$ cat src/rtl/letreiro_scroll_ctrl.sv
// Scroll sequencer for the GABRIEL marquee.
// Feeds four 3-bit letter codes to the 7-segment letter decoders.
module letreiro_scroll_ctrl #(
  parameter int DIV = 50_000_000,
  parameter int CW  = 26
) (
  input  logic        clk,
  input  logic        rst_n,
  input  logic        start,
  input  logic        stop,
  input  logic        pause,
  input  logic        step,
  input  logic        dir,
  output logic [11:0] digits,
  output logic [3:0]  pos,
  output logic        wrap,
  output logic        busy
);

  typedef enum logic [1:0] {
    IDLE,
    SCROLL,
    PAUSE
  } state_t;

  localparam logic [CW-1:0] LAST   = CW'(DIV - 1);
  localparam logic [11:0]   BLANKS = 12'hDB6;

  state_t        state, state_n;
  logic [CW-1:0] presc, presc_n;
  logic [3:0]    pos_n;
  logic [11:0]   digits_n;
  logic          wrap_n;
  logic          adv;

  function automatic logic [2:0] rom(input logic [3:0] i);
    logic [2:0] c;
    case (i)
      4'd0:    c = 3'b111;
      4'd1:    c = 3'b000;
      4'd2:    c = 3'b001;
      4'd3:    c = 3'b010;
      4'd4:    c = 3'b011;
      4'd5:    c = 3'b100;
      4'd6:    c = 3'b101;
      default: c = 3'b110;
    endcase
    return c;
  endfunction

  function automatic logic [11:0] window(input logic [3:0] p);
    logic [11:0] w;
    logic [3:0]  idx;
    w = '0;
    for (int k = 0; k < 4; k++) begin
      idx = p + 4'(k);
      if (idx >= 4'd10) idx = idx - 4'd10;
      w[(3-k)*3 +: 3] = rom(idx);
    end
    return w;
  endfunction

  // Next state, prescaler, position and the display image for the next cycle
  always_comb begin
    state_n = state;
    presc_n = presc;
    pos_n   = pos;
    adv     = 1'b0;
    wrap_n  = 1'b0;
    if (stop) begin
      state_n = IDLE;
      presc_n = '0;
      pos_n   = 4'd0;
    end else begin
      unique case (state)
        IDLE: begin
          if (start) begin
            state_n = SCROLL;
            presc_n = '0;
            pos_n   = 4'd0;
          end
        end
        SCROLL: begin
          if (pause) begin
            state_n = PAUSE;
          end else if (presc == LAST) begin
            presc_n = '0;
            adv     = 1'b1;
          end else begin
            presc_n = presc + CW'(1);
          end
        end
        PAUSE: begin
          adv = step;
          if (!pause) state_n = SCROLL;
        end
        default: state_n = IDLE;
      endcase
    end
    if (adv) begin
      if (dir) begin
        pos_n  = (pos == 4'd0) ? 4'd9 : pos - 4'd1;
        wrap_n = (pos == 4'd0);
      end else begin
        pos_n  = (pos == 4'd9) ? 4'd0 : pos + 4'd1;
        wrap_n = (pos == 4'd9);
      end
    end
    digits_n = (state_n == IDLE) ? BLANKS : window(pos_n);
  end

  // Register state and every output on the same edge
  always_ff @(posedge clk) begin
    if (!rst_n) begin
      state  <= IDLE;
      presc  <= '0;
      pos    <= 4'd0;
      digits <= BLANKS;
      wrap   <= 1'b0;
      busy   <= 1'b0;
    end else begin
      state  <= state_n;
      presc  <= presc_n;
      pos    <= pos_n;
      digits <= digits_n;
      wrap   <= wrap_n;
      busy   <= (state_n != IDLE);
    end
  end

endmodule

$ cat config.mk
export PLATFORM = sky130hd
export DESIGN_NAME = letreiro_scroll_ctrl
export DESIGN_NICKNAME = d
export VERILOG_FILES = /design/src/rtl/letreiro_scroll_ctrl.sv
export SDC_FILE = /design/constraint.sdc
export NUM_CORES = 1
export LEC_CHECK = 0
export CORE_ASPECT_RATIO = 0.75
export CORE_MARGIN = 2
export CORE_UTILIZATION = 40
export DETAILED_ROUTE_END_ITERATION = 10
export GPL_TIMING_DRIVEN = 0
export HOLD_SLACK_MARGIN = 0.1
export MAX_ROUTING_LAYER = met4
export PLACE_DENSITY_LB_ADDON = 0.05
export SLEW_MARGIN = 30
export SYNTH_ARGS = -nofsm -noshare
export SYNTH_HDL_FRONTEND = slang
export SYNTH_SLANG_ARGS = --single-unit
$ cat constraint.sdc
create_clock -name clk -period 4.37 [get_ports clk]
set_clock_uncertainty 0.05 [all_clocks]
set_input_delay 1.311 -clock clk [delete_from_list [all_inputs] [get_ports clk]]
set_output_delay 1.311 -clock clk [all_outputs]
set_load 0.03 [all_outputs]
==> out/qor.txt <==
Hold Crit Start -> presc[7]
IO Count -> 25
grt ovf -> 0
first-pass GRT wire length -> 13000 µm
Worst Path Required -> 4.52 ns
vias in the first global route -> 2617
starting DRC count in detailed routing -> 138
Post-synth top cells -> dfxtp_1, nor2_1, nand2_1, a21oi_1, o21ai_0
initial antenna violation count -> 0
crit path DAT -> 4.37 ns
Clock transition at path regs -> 0.09 ns
crit-path max FO -> 14
outcome -> complete, no violations
Root Buffer -> clkbuf_8
Nets -> 443
Area contributors post-synth -> dfxtp_1, ha_1, nor2_1, nand2_1, a21oi_1
final instance area -> 3690 µm²
top-count cell post-synth -> dfxtp_1
area share of the largest cell type after synthesis -> 30.4%
Final Non-Filler Cells -> 522
H-tree depth -> 2
CTS buffer count -> 5
Tcrit/Tclk final -> 96.5%
#FFs+latches synth -> 46
Post-Syn Area -> 3030 µm²
Worst R2R Setup Slack -> 0.68 ns
minimum clock period -> 4.22 ns
Worst Reg-to-Reg Cells -> 17
Final Hold Violating Endpoints -> 0
critical setup path kind -> input port to register
CTS sink count -> 46
Worst R2R End -> digits[8]
syn nets -> 406
Hold Path Sink -> presc[7]
placement row count -> 27
fmax -> 0.237 GHz
DRC violations left -> 0
Total Die Area -> 8280 µm²
P_leak -> 1.33 nW
largest net degree at the start of global routing -> 15
cell total after placement -> 507
CTS tree -> done
Tot Pwr -> 0.778 mW
hold crit path type -> register to register
worst slew pin tran -> 0.487 ns
Area after DPL -> 3380 µm²
chip width -> 104 µm
area of the core -> 7330 µm²
Vias -> 2804
worst rel slew slack -> 67.5%
final slew viol count -> 0
crit end category -> register
IO buf count -> 23
area delta synth->final -> 22.1%
wire per inst -> 14.1 µm
register area share after synthesis -> 30.4%
Final TNS setup -> 0 ns
worst skew pair latency -> 0.30 ns
hpwl dp -> 5290 µm
Avg Cell Area, Syn -> 7.90 µm²
Tot GR Track Use -> 19.8%
CTS Buffer Depth -> 2
Synth Instances -> 383
Async SR Flop Fraction -> 0%
vias per std cell -> 5.37
Post-synth EDFFs -> 0
maximum vdd ir drop -> 0.000103 V
RSZ-0062 raised after global routing -> yes
Setup violations, final -> 0
n_diodes -> 0
CP Cell Sequence -> dlygate4sd2_1 > nor2b_2 > and2_4 > nand4_4 > and2_4 > buf_6 > a31o_2 > clkbuf_8 > ha_2 > and3_1 > o21ai_2 > nand2_2 > ha_4 > nand3_1 > a21oi_2 > a311oi_1 > a31o_2
RR Startpoint -> presc[0]
Synth cell types -> 57
share of layout cells above drive strength 1 -> 13.8%
Fill cells -> 713
1st-pass router iterations -> 4
Die Ht -> 79.3 µm
Warnings, synthesis -> 0
CP max-delay cell -> dlygate4sd2_1
register area -> 921 µm²
max_cap viols -> 0
Initial Util -> 41.3%
routability congestion estimate -> 0.885
CP max stage delay -> 0.29 ns
Worst Setup Start Kind -> input port
Post-Route WL -> 7370 µm
hold-critical path depth -> 2
pwr dens -> 210 nW/µm²
Synth area leader -> dfxtp_1
ANT nets after route -> 0
multi-input combinational cell area -> 2080 µm²
most used flip-flop cell after synthesis -> dfxtp_1
hold_buf cts -> 0
-- timing repair --
action                                  CTS  global route
pin swaps                                 3             2
endpoints found under the setup margin    9             5
buffers inserted                          3             4
resized for setup                        26            17
-- stage by stage --
stage | utilization, % | setup slack (ns) | hold WS, ns
floorplan | - | 0.0679 | 0.404
global placement | 46.2 | -1.08 | 0.431
detailed placement | 46.2 | -1.06 | 0.447
CTS | 49.1 | 0.0257 | 0.461
global route | 50.4 | -0.0266 | 0.478
finish | 50.4 | 0.152 | 0.457
-- worst max-delay path, delay by kind of cell --
family / cells / cell delay (ns)
adders and majority gates: 2 / 0.49
and+or+nand+nor: 7 / 1.03
buffers and inverters: 3 / 0.62
AOI/OAI and AO/OA: 5 / 0.90
-- cell type report --
class	count	share of cell area, %
multi-input combinational	304	56.3
sequential	46	24.9
timing repair buffer	30	7.59
buffer	21	3.79
tap	101	3.42
clock buffer	6	2.24
inverter	12	1.35
clock inverter	2	0.339
-- state kept, by name, indices dropped and copies added, names as in the netlist --
| register | flops |
|---|---|
| busy | 1 |
| digits | 12 |
| presc | 26 |
| wrap | 1 |
| pos | 4 |
| state | 2 |
-- metal layers --
layer / routed length [µm] / vias to the layer above / GRT usage [%]
met5: 0 / - / -
met3: 313 / 5 / 4.02
li1: - / 1442 / -
met2: 2750 / 58 / 25.4
met1: 4260 / 1299 / 30.8
met4: 48 / 0 / 4.19
-- power breakdown --
group / total [mW] / switching (mW) / internal, mW
Sequential: 0.428 / 0.00271 / 0.425
Combinational: 0.0681 / 0.0421 / 0.0260
Clock: 0.282 / 0.154 / 0.128
Total: 0.778 / 0.199 / 0.578
-- worst max-delay path by stage --
stage / from / endpoint / cells after the start
floorplan: pause / digits[2] / 17
global placement: pause / digits[2] / 18
detailed placement: pause / digits[2] / 18
CTS: start / digits[2] / 16
global route: pause / digits[2] / 18
finish: pause / digits[8] / 17
-- cell families after synthesis --
family / count (synthesis) / synth area share [%]
xor gates and xnor gates: 22 / 6.62
DFF: 46 / 30.4
buffers and inverters: 33 / 4.71
and+or+nand+nor: 176 / 31.2
AOI/OAI and AO/OA: 82 / 17.3
adders and majority gates: 16 / 6.62
muxes: 8 / 3.10
-- layout by cell type (no fill, tap or decap), types with 3 or more instances in the layout --
master and instances:
xor2_1 10, nand2_1 33, nor2_1 41, and3_1 9, a21oi_2 4, clkbuf_1 13, ha_1 13, clkbuf_8 7
dfxtp_1 46, a221oi_1 4, and2_1 10, o211ai_1 9, nand3_1 14, a21o_1 4, nor3_1 8, clkdlybuf4s50_1 21
mux2i_1 5, nand3b_1 3, a21oi_1 19, nand4_1 12, inv_1 10, nor2b_1 5, or3_1 7, xnor2_1 9
o21ai_0 19, nand2b_1 7, buf_4 7
Power figures use the tool's default switching activity.
